===== config.mk =====
export PLATFORM = sky130hd
export DESIGN_NAME = writereg_scoreboard
export DESIGN_NICKNAME = d
export VERILOG_FILES = /design/src/rtl/writereg_scoreboard.sv
export SDC_FILE = /design/constraint.sdc
export NUM_CORES = 1
export LEC_CHECK = 0
export BUFFER_PORTS_ARGS = -buffer_cell sky130_fd_sc_hd__buf_2
export CAP_MARGIN = 20
export CORE_MARGIN = 10
export CORE_UTILIZATION = 30
export CTS_CLUSTER_DIAMETER = 120
export DETAILED_ROUTE_END_ITERATION = 6
export SLEW_MARGIN = 25
export SYNTH_ARGS = -nofsm -noshare
export SYNTH_HDL_FRONTEND = slang
export SYNTH_SLANG_ARGS = --single-unit

===== constraint.sdc =====
create_clock -name clk -period 2.5 [get_ports clk]
set_input_delay 0.25 -clock clk [delete_from_list [all_inputs] [get_ports clk]]
set_output_delay 0.25 -clock clk [all_outputs]
set_load 0.01 [all_outputs]

===== src/rtl/writereg_scoreboard.sv =====
// rtl/writereg_scoreboard.sv - destination-register mux feeding an in-order pending-writeback queue with hazard flags
module writereg_scoreboard #(
    parameter int REG_AW = 5,
    parameter int IMM_W  = 16,
    parameter int RD_LSB = 11,
    parameter int RA_IDX = 31,
    parameter int SP_IDX = 29,
    parameter int DEPTH  = 4
) (
    input  logic              clk,
    input  logic              reset,
    input  logic [1:0]        sel,
    input  logic [REG_AW-1:0] rt,
    input  logic [IMM_W-1:0]  imm,
    input  logic              issue,
    output logic              issue_ready,
    input  logic              commit,
    output logic [REG_AW-1:0] dest_out,
    output logic              dest_valid,
    input  logic [REG_AW-1:0] q_rs,
    input  logic [REG_AW-1:0] q_rt,
    output logic              hazard_rs,
    output logic              hazard_rt,
    output logic [REG_AW-1:0] sel_dest,
    output logic              commit_err
);

    localparam int PW = (DEPTH > 1) ? $clog2(DEPTH) : 1;
    localparam int CW = PW + 1;
    localparam logic [REG_AW-1:0] LP_RA   = REG_AW'(RA_IDX);
    localparam logic [REG_AW-1:0] LP_SP   = REG_AW'(SP_IDX);
    localparam logic [CW-1:0]     LP_FULL = CW'(DEPTH);

    logic [REG_AW-1:0] r_mem [DEPTH];
    logic [DEPTH-1:0]  r_vld;
    logic [PW-1:0]     r_rd_ptr;
    logic [PW-1:0]     r_wr_ptr;
    logic [CW-1:0]     r_count;
    logic              r_commit_err;

    logic w_empty;
    logic w_full;
    logic w_do_commit;
    logic w_do_issue;
    logic w_haz_rs;
    logic w_haz_rt;
    logic w_unused_imm;

    // Only the rd slice of imm is consumed; fold the rest so it is not flagged as dead.
    assign w_unused_imm = ^imm;

    always_comb begin
        sel_dest = rt;
        case (sel)
            2'b00: sel_dest = rt;
            2'b01: sel_dest = imm[RD_LSB +: REG_AW];
            2'b10: sel_dest = LP_RA;
            2'b11: sel_dest = LP_SP;
            default: sel_dest = rt;
        endcase
    end

    assign w_empty     = (r_count == '0);
    assign w_full      = (r_count == LP_FULL);
    assign w_do_commit = commit && !w_empty;
    // A full queue still accepts an issue when the head retires in the same cycle.
    assign w_do_issue  = issue && (!w_full || w_do_commit);

    assign issue_ready = !w_full;
    assign dest_valid  = !w_empty;
    assign dest_out    = dest_valid ? r_mem[r_rd_ptr] : '0;
    assign commit_err  = r_commit_err;

    always_ff @(posedge clk) begin
        if (reset) begin
            r_rd_ptr     <= '0;
            r_wr_ptr     <= '0;
            r_count      <= '0;
            r_vld        <= '0;
            r_commit_err <= 1'b0;
        end else begin
            if (commit && w_empty) begin
                r_commit_err <= 1'b1;
            end
            if (w_do_commit) begin
                r_vld[r_rd_ptr] <= 1'b0;
                r_rd_ptr        <= r_rd_ptr + 1'b1;
            end
            // Issue after commit: when full both pointers alias and the new entry must stay valid.
            if (w_do_issue) begin
                r_vld[r_wr_ptr] <= 1'b1;
                r_wr_ptr        <= r_wr_ptr + 1'b1;
            end
            case ({w_do_issue, w_do_commit})
                2'b10:   r_count <= r_count + 1'b1;
                2'b01:   r_count <= r_count - 1'b1;
                default: r_count <= r_count;
            endcase
        end
    end

    always_ff @(posedge clk) begin
        if (w_do_issue) begin
            r_mem[r_wr_ptr] <= sel_dest;
        end
    end

    always_comb begin
        w_haz_rs = 1'b0;
        w_haz_rt = 1'b0;
        for (int i = 0; i < DEPTH; i++) begin
            if (r_vld[i] && (r_mem[i] == q_rs)) w_haz_rs = 1'b1;
            if (r_vld[i] && (r_mem[i] == q_rt)) w_haz_rt = 1'b1;
        end
    end

    // Register $zero is never busy.
    assign hazard_rs = w_haz_rs && (q_rs != '0);
    assign hazard_rt = w_haz_rt && (q_rt != '0);

endmodule


==> run_summary.xml, run 1 <==
<?xml version="1.0" encoding="UTF-8"?>
<metrics>
  <group name="status">
    <metric name="outcome" unit="">finished, final reports clean</metric>
  </group>
  <group name="route">
    <metric name="dr_total_vias" unit="">1520</metric>
    <metric name="drtAntennaViolNets" unit="">0</metric>
    <metric name="post_drt_via_cell_ratio" unit="">4.620</metric>
    <metric name="dr.pass1.iters" unit="">4</metric>
    <metric name="dr_wl_cell" unit="um">14.72</metric>
    <metric name="detail_route.wirelength" unit="um">4843</metric>
    <metric name="drt_drc_violations_left" unit="">0</metric>
    <metric name="drt_iter0_markers" unit="">54</metric>
  </group>
  <group name="critical_path">
    <metric name="cp-startpoint" unit="">r_count[0]</metric>
    <metric name="reg_to_reg_start" unit="">r_count[0]</metric>
    <metric name="setup.worst_path.class" unit="">reg -&gt; reg</metric>
    <metric name="worst_setup_path_end_kind" unit="">register</metric>
    <metric name="setup.reg_to_reg.worst_slack" unit="ns">0.42</metric>
    <metric name="cpPeakStageDelay" unit="ns">0.40</metric>
    <metric name="crit_path_end" unit="">r_count[2]</metric>
    <metric name="critical_path_source_type" unit="">register</metric>
    <metric name="timing.reg2reg.worst_path_depth" unit="">8</metric>
    <metric name="timing.critical_path.slowest_stage_cell" unit="">fa_1</metric>
    <metric name="maximum_net_fanout_on_the_critical_path" unit="">7</metric>
    <metric name="arrival" unit="ns">2.26</metric>
    <metric name="timing.critical_path.mode_cell" unit="">nor3_2</metric>
    <metric name="crit_path_cell_trace" unit="">nor3_2, inv_2, nand2_4, nor2_1, fa_1, nor3_2, a31oi_1, mux2_1</metric>
    <metric name="worst_ep_required_time" unit="ns">2.68</metric>
    <metric name="regToRegEndpoint" unit="">r_count[2]</metric>
  </group>
  <group name="global_routing">
    <metric name="grt_start_max_net_pins" unit="">15</metric>
    <metric name="grt.overflow.total" unit="">0</metric>
    <metric name="vias_in_the_first_global_route" unit="">1618</metric>
    <metric name="grt_first_pass_wirelength" unit="um">8183</metric>
    <metric name="gr-usage-all-layers" unit="%">9.266</metric>
    <metric name="grt_antenna_before_repair" unit="">0</metric>
  </group>
  <group name="run">
    <metric name="maxCapViolCount" unit="">0</metric>
  </group>
  <group name="floorplan">
    <metric name="num_rows" unit="">30</metric>
    <metric name="core_area" unit="sq um">6794</metric>
    <metric name="die-area" unit="sq um">10710</metric>
    <metric name="chipWidth" unit="um">103.5</metric>
    <metric name="die_height" unit="um">103.5</metric>
    <metric name="initial_utilization" unit="%">30.79</metric>
    <metric name="floorplan.io_pins" unit="">52</metric>
  </group>
  <group name="synth">
    <metric name="synthesis.instances" unit="">198</metric>
    <metric name="synth_most_common_cell" unit="">xor2_1</metric>
    <metric name="netlist.top_cell.by_area" unit="">edfxtp_1</metric>
    <metric name="synth_common_cells" unit="">xor2_1 (33), edfxtp_1 (20), nor2_1 (15)</metric>
    <metric name="synth_cell_type_count" unit="">33</metric>
    <metric name="asyncSetResetFlopFracSynth" unit="%">0</metric>
    <metric name="synth_area_per_cell" unit="sq um">10.57</metric>
    <metric name="synth.top_cell.area_share" unit="%">28.71</metric>
    <metric name="ys_ff_latch" unit="">34</metric>
    <metric name="synth_edf_count" unit="">20</metric>
    <metric name="yosys_warnings" unit="">0</metric>
    <metric name="synth_flop_cell" unit="">edfxtp_1</metric>
    <metric name="synthTopCellsByArea" unit="">edfxtp_1 (29%), xor2_1 (14%), dfxtp_1 (13%)</metric>
    <metric name="area_of_the_mapped_netlist" unit="sq um">2092</metric>
    <metric name="synth-seq-area-share" unit="%">42.11</metric>
    <metric name="postSynthNetCount" unit="">244</metric>
  </group>
  <group name="sta">
    <metric name="final.setup_skew" unit="ns">0.008813</metric>
    <metric name="period_minus_slack" unit="ns">2.083</metric>
    <metric name="worst_pin_slew" unit="ns">0.4081</metric>
    <metric name="achievable-frequency" unit="GHz">0.4800</metric>
    <metric name="report.final.slew_viol_count" unit="">0</metric>
    <metric name="slew_headroom" unit="%">72.69</metric>
    <metric name="fin_setup_tns" unit="ns">0</metric>
    <metric name="final_period_utilization" unit="%">83.34</metric>
    <metric name="setup_viol" unit="">0</metric>
    <metric name="rsz0062_at_grt" unit="">false</metric>
    <metric name="hold_viol" unit="">0</metric>
  </group>
  <group name="final_layout">
    <metric name="drive_above_1_share" unit="%">27.04</metric>
    <metric name="inserted_diodes" unit="">0</metric>
    <metric name="p_r_area_growth_vs_syn" unit="%">19.50</metric>
    <metric name="design.final.nets" unit="">278</metric>
    <metric name="layout.core_utilization" unit="%">36.80</metric>
  </group>
  <group name="placement">
    <metric name="final_wtd_congestion" unit="">0.8748</metric>
    <metric name="place.port_buffers" unit="">40</metric>
    <metric name="place_hpwl" unit="um">3805</metric>
  </group>
  <group name="clock_network">
    <metric name="clk_transition_reported_paths" unit="ns">0.07</metric>
    <metric name="cts_repair_resize_count" unit="">0</metric>
    <metric name="tritoncts.num_buffers" unit="">5</metric>
    <metric name="htreeDepth" unit="">2</metric>
    <metric name="cts_tree" unit="">done</metric>
    <metric name="clk_root_buffer_cell" unit="">clkbuf_8</metric>
    <metric name="worstSkewPairLatency" unit="ns">0.30</metric>
    <metric name="tritoncts_num_sinks" unit="">34</metric>
    <metric name="cts_setup_buffers" unit="">0</metric>
    <metric name="ctsLongestPathBuffers" unit="">2</metric>
    <metric name="post_cts_hold_buffer_count" unit="">0</metric>
  </group>
  <group name="power_and_ir_drop">
    <metric name="pwr_density_cell" unit="nW/um^2">768.8</metric>
    <metric name="seq_power_share" unit="%">39.5</metric>
    <metric name="leakagePower" unit="uW">0.0009821</metric>
    <metric name="switching_share" unit="%">31.52</metric>
    <metric name="power.ir.vdd_worst" unit="uV">243.5</metric>
    <metric name="pwr-share-comb" unit="%">28.0</metric>
    <metric name="net-switching-power" unit="uW">605.8</metric>
    <metric name="cell_internal_pwr" unit="uW">1316</metric>
    <metric name="clock_power_share" unit="%">32.5</metric>
  </group>
  <group name="hold_path">
    <metric name="min-delay-path-class" unit="">in -&gt; reg</metric>
  </group>
</metrics>
==> worst max-delay path: cells and delay by family (launching register included) <==
family / cells / cell delay [ns]
adders and majority gates: 1 / 0.40
muxes: 1 / 0.33
and+or+nand+nor: 4 / 0.64
buffers and inverters: 1 / 0.15
AOI/OAI and AO/OA: 1 / 0.06
DFF: 1 / 0.38
==> kinds of logic after synthesis <==
| kind of cell | synth area share (%) |
|---|---|
| AO/OA/AOI/OAI | 6.160 |
| multiplexers | 7.117 |
| XOR/XNOR | 18.42 |
| flip-flops | 42.11 |
| adder cells (fa/ha/maj) | 5.742 |
| AND/OR/NAND/NOR | 16.81 |
| buffers and inverters | 3.648 |
==> layout make-up <==
class,count,area (sq um)
fill,694,4294
multi-input combinational,144,1135
sequential,34,880.8
timing repair buffer,40,200.2
clock buffer,5,68.82
clock inverter,3,68.82
inverter,7,26.28
tap,96,120.1
==> state kept, by name (all words and copies together) (netlist names), named ones only <==
signal,count
r_mem,20
commit_err,1
r_vld,4
r_rd_ptr,2
r_wr_ptr,2
r_count,3
==> power groups by stage <==
stage | combinational (uW) | sequential [uW] | clock, uW
5_1_grt | 610 | 774 | 656
4_1_cts | 550 | 758 | 632
2_1_floorplan | 404 | 736 | 0
3_3_place_gp | 540 | 769 | 0
3_5_place_dp | 546 | 770 | 0
6_report | 538 | 758 | 625
==> how the worst min path moves through the flow <==
stage          startpoint         end  cells past startpoint
2_1_floorplan       reset    register                      1
3_3_place_gp   commit_err  commit_err                      2
3_5_place_dp   commit_err  commit_err                      2
4_1_cts            commit  commit_err                      3
5_1_grt             reset    r_vld[0]                      2
6_report           commit  commit_err                      3
==> cell usage in the layout (no fill, tap or decap), drive strengths merged <==
master / n
and2: 9
fa: 1
mux2i: 1
nor3: 4
nand3: 8
nor2: 15
nand2: 11
nor4: 8
nand2b: 1
or4: 2
edfxtp: 20
bufinv: 2
inv: 7
nand4: 2
a211o: 4
buf: 40
xor2: 33
a31oi: 3
clkbuf: 5
a21oi: 9
clkinv: 1
ha: 8
mux2: 2
xnor2: 11
mux4: 5
nor2b: 5
dfxtp: 14
o21a: 2
==> layer usage <==
layer | GRT usage [%] | vias to the layer above | share of wire [%]
met3 | 2.169 | 12 | 4.1
met1 | 12.13 | 714 | 49
met2 | 13.92 | 46 | 43
met4 | 4.536 | 0 | 3.5
met5 | 0 | - | 0
li1 | - | 748 | -
==> through the flow <==
step,instance area [sq um],total power (uW),instances,worst slack (ns),hold WS (ns)
5_1_grt,2500,2039,329,0.2948,0.3223
3_3_place_gp,2362,1309,321,0.4799,0.4510
6_report,2500,1922,329,0.4165,0.2855
3_5_place_dp,2362,1316,321,0.4252,0.4553
2_1_floorplan,2092,1140,198,0.6138,0.3280
4_1_cts,2500,1940,329,0.4107,0.2859
Note: power is estimated with default switching activity, not from simulation.
==> run 2: changes to the inputs <==
--- a/config.mk
+++ b/config.mk
@@ -5,6 +5,7 @@
 export SDC_FILE = /design/constraint.sdc
 export NUM_CORES = 1
 export LEC_CHECK = 0
+export ABC_AREA = 1
 export BUFFER_PORTS_ARGS = -buffer_cell sky130_fd_sc_hd__buf_2
 export CAP_MARGIN = 20
 export CORE_MARGIN = 10
==> constraint.sdc (replaced) <==
create_clock -name clk -period 1.8 [get_ports clk]
set_input_delay 0.18 -clock clk [delete_from_list [all_inputs] [get_ports clk]]
set_output_delay 0.18 -clock clk [all_outputs]
set_load 0.01 [all_outputs]
==> run 2 against run 1 <==
Critical path depth up 1. Synthesized cell count grew 75%. First-iteration DRC count grew to 2.8 times the previous value. Critical path type is now reg -> out. Highest routed layer unchanged. Register-to-register slack got worse by 0.27 ns. Sequential share of layout area shrank 2.7 points. Global-route usage grew 1.6 points. Sequential power is 30% higher.
==> run_summary.xml, run 2 <==
<?xml version="1.0" encoding="UTF-8"?>
<metrics>
  <group name="synth">
    <metric name="asyncSetResetFlopFracSynth" unit="%">0</metric>
    <metric name="ys_ff_latch" unit="">34</metric>
    <metric name="synth_common_cells" unit="">nand2_1 (139), inv_1 (46), nor2_1 (42)</metric>
    <metric name="netlist.top_cell.by_area" unit="">edfxtp_1</metric>
    <metric name="synth-seq-area-share" unit="%">38.68</metric>
    <metric name="synth_cell_type_count" unit="">22</metric>
    <metric name="yosys_warnings" unit="">0</metric>
    <metric name="synthesis.instances" unit="">346</metric>
    <metric name="synth_flop_cell" unit="">edfxtp_1</metric>
    <metric name="synth_edf_count" unit="">20</metric>
    <metric name="synth_area_per_cell" unit="sq um">6.581</metric>
    <metric name="area_of_the_mapped_netlist" unit="sq um">2277</metric>
    <metric name="postSynthNetCount" unit="">392</metric>
    <metric name="synth_most_common_cell" unit="">nand2_1</metric>
    <metric name="synthTopCellsByArea" unit="">edfxtp_1 (26%), nand2_1 (23%), dfxtp_1 (12%)</metric>
    <metric name="synth.top_cell.area_share" unit="%">26.37</metric>
  </group>
  <group name="floorplan">
    <metric name="core_area" unit="sq um">7331</metric>
    <metric name="chipWidth" unit="um">107.1</metric>
    <metric name="die-area" unit="sq um">11480</metric>
    <metric name="initial_utilization" unit="%">31.06</metric>
    <metric name="num_rows" unit="">31</metric>
    <metric name="floorplan.io_pins" unit="">52</metric>
    <metric name="die_height" unit="um">107.1</metric>
  </group>
  <group name="sta">
    <metric name="post-route-worst-setup-slack" unit="ns">0.1194</metric>
    <metric name="final_period_utilization" unit="%">93.37</metric>
    <metric name="worst_pin_slew" unit="ns">0.2409</metric>
    <metric name="slew_headroom" unit="%">83.77</metric>
    <metric name="final.setup_skew" unit="ns">0.005653</metric>
    <metric name="period_minus_slack" unit="ns">1.681</metric>
    <metric name="setup_viol" unit="">0</metric>
    <metric name="report.final.slew_viol_count" unit="">0</metric>
    <metric name="achievable-frequency" unit="GHz">0.5950</metric>
    <metric name="fin_setup_tns" unit="ns">0</metric>
    <metric name="hold_viol" unit="">0</metric>
  </group>
  <group name="critical_path">
    <metric name="cpPeakStageDelay" unit="ns">0.39</metric>
    <metric name="arrival" unit="ns">1.50</metric>
    <metric name="crit_buf_inv" unit="">2</metric>
    <metric name="crit_path_cell_trace" unit="">inv_1, nand2_1, nand2_1, nor2_1, nand3_1, nand2_1, nor2_1, nor2_1, buf_2</metric>
    <metric name="worst_setup_path_end_kind" unit="">output pin</metric>
    <metric name="timing.critical_path.slowest_stage_cell" unit="">edfxtp_1</metric>
    <metric name="maximum_net_fanout_on_the_critical_path" unit="">3</metric>
    <metric name="crit_family" unit="">simple AND/OR/NAND/NOR gates</metric>
    <metric name="worst_ep_required_time" unit="ns">1.62</metric>
    <metric name="setup.worst_path.class" unit="">reg -&gt; out</metric>
    <metric name="critical_path_source_type" unit="">register</metric>
  </group>
  <group name="clock_network">
    <metric name="clk_root_buffer_cell" unit="">clkbuf_8</metric>
    <metric name="clk_transition_reported_paths" unit="ns">0.07</metric>
    <metric name="cts_tree" unit="">done</metric>
    <metric name="htreeDepth" unit="">2</metric>
    <metric name="ctsLongestPathBuffers" unit="">2</metric>
    <metric name="worstSkewPairLatency" unit="ns">0.28</metric>
    <metric name="tritoncts.num_buffers" unit="">5</metric>
    <metric name="tritoncts_num_sinks" unit="">34</metric>
  </group>
  <group name="status">
    <metric name="outcome" unit="">finished, final reports clean</metric>
  </group>
  <group name="final_layout">
    <metric name="flip_flop_count_of_the_largest_register_after_layout" unit="">20</metric>
    <metric name="most-common-layout-cells" unit="">nand2_1 (139), inv_1 (46), nor2_1 (41)</metric>
    <metric name="final_cells" unit="">495</metric>
    <metric name="fin_area" unit="sq um">2711</metric>
    <metric name="inserted_diodes" unit="">0</metric>
    <metric name="drive_above_1_share" unit="%">15.66</metric>
    <metric name="layout.cells.most_common" unit="">nand2_1</metric>
    <metric name="reg_top3" unit="">r_mem x20, r_vld x4, r_count x3</metric>
    <metric name="design.final.nets" unit="">441</metric>
    <metric name="max_flop_register" unit="">r_mem</metric>
    <metric name="p_r_area_growth_vs_syn" unit="%">19.07</metric>
  </group>
  <group name="global_routing">
    <metric name="gr-usage-all-layers" unit="%">10.84</metric>
    <metric name="vias_in_the_first_global_route" unit="">2179</metric>
    <metric name="grt.overflow.total" unit="">0</metric>
    <metric name="grt_first_pass_wirelength" unit="um">10140</metric>
    <metric name="grt_start_max_net_pins" unit="">12</metric>
    <metric name="grt_antenna_before_repair" unit="">0</metric>
  </group>
  <group name="placement">
    <metric name="place_hpwl" unit="um">4962</metric>
    <metric name="place_ws" unit="ns">0.07531</metric>
    <metric name="postPlaceCellArea" unit="sq um">2613</metric>
    <metric name="placed_cells" unit="">486</metric>
    <metric name="place.port_buffers" unit="">40</metric>
    <metric name="final_wtd_congestion" unit="">0.8709</metric>
  </group>
  <group name="route">
    <metric name="post_drt_via_cell_ratio" unit="">4.531</metric>
    <metric name="dr_total_vias" unit="">2243</metric>
    <metric name="detail_route.wirelength" unit="um">5955</metric>
    <metric name="drtAntennaViolNets" unit="">0</metric>
    <metric name="dr.pass1.iters" unit="">5</metric>
    <metric name="drt_drc_violations_left" unit="">0</metric>
    <metric name="dr_wl_cell" unit="um">12.03</metric>
    <metric name="drt_iter0_markers" unit="">153</metric>
  </group>
  <group name="power_and_ir_drop">
    <metric name="leakagePower" unit="uW">0.001399</metric>
    <metric name="pwr_density_cell" unit="nW/um^2">826.2</metric>
    <metric name="power.ir.vdd_worst" unit="uV">333.8</metric>
  </group>
  <group name="run">
    <metric name="maxCapViolCount" unit="">0</metric>
  </group>
  <group name="hold_path">
    <metric name="min-delay-path-class" unit="">in -&gt; reg</metric>
  </group>
</metrics>
-- run 2: area by class of cell --
cell class | instances | area, sq um
Fill cell | 777 | 4619
Clock inverter | 3 | 16.27
Timing Repair Buffer | 43 | 222.7
Tap cell | 99 | 123.9
Inverter | 49 | 186.4
Clock buffer | 5 | 68.82
Multi-Input combinational cell | 262 | 1211
Sequential cell | 34 | 882.1
-- run 2: worst paths after layout --
path	from	endpoint	slack [ns]	depth (start not counted)
worst min-delay path	reset	r_count[1]	0.13	2
worst max register to register	r_count[1]	r_count[2]	0.15	11
worst max-delay path	r_mem[1][4]	hazard_rt	0.12	9
worst min register to register	commit_err	commit_err	0.46	1
-- run 2: per-layer routing --
layer	wire, um	vias up	part of all wire (%)	GRT usage [%]
met5	0	-	0	0
met4	102	0	1.7	4.159
met3	318	7	5.3	2.216
met2	2754	69	46	17.50
met1	2779	984	47	13.85
li1	-	1183	-	-
-- run 2: logic make-up (layout without fill, tap and decap cells) --
kind of cell,count (synthesis),in the layout,synth area share [%]
flops,34,34,38.68
fa+ha+maj,9,9,5.275
simple gates,205,205,37.03
buf+inv,50,100,8.352
compound gates,48,48,10.66
-- run 2: repair_timing --
| action | in CTS | in global routing |
|---|---|---|
| resized for setup | 0 | 3 |
| setup buffers | 0 | 1 |
| hold buffers | 0 | 0 |
| endpoints found under the setup margin | 0 | 2 |
-- run 2: stage by stage --
step	hold WS, ns	utilization [%]	power (uW)
2_1_floorplan	0.2491	-	1458
4_1_cts	0.1204	36.80	2250
5_1_grt	0.1315	36.99	2407
3_5_place_dp	0.4276	35.64	1721
3_3_place_gp	0.4287	35.64	1706
6_report	0.1261	36.99	2240
-- run 2: worst register-to-register path: stages, from the launching register on --
cell	delay, ns
dfxtp_2	0.35
nor2_4	0.15
nand2_4	0.10
nand2_8	0.10
inv_4	0.05
nand2_4	0.06
inv_1	0.05
fa_2	0.34
inv_1	0.06
nand4_1	0.10
a21oi_1	0.14
nor2_1	0.05
-- run 2: report_power, final --
part,internal (uW),total [uW],switching (uW)
logic,270,732,462
clock network,264,526,262
registers,909,982,72.9
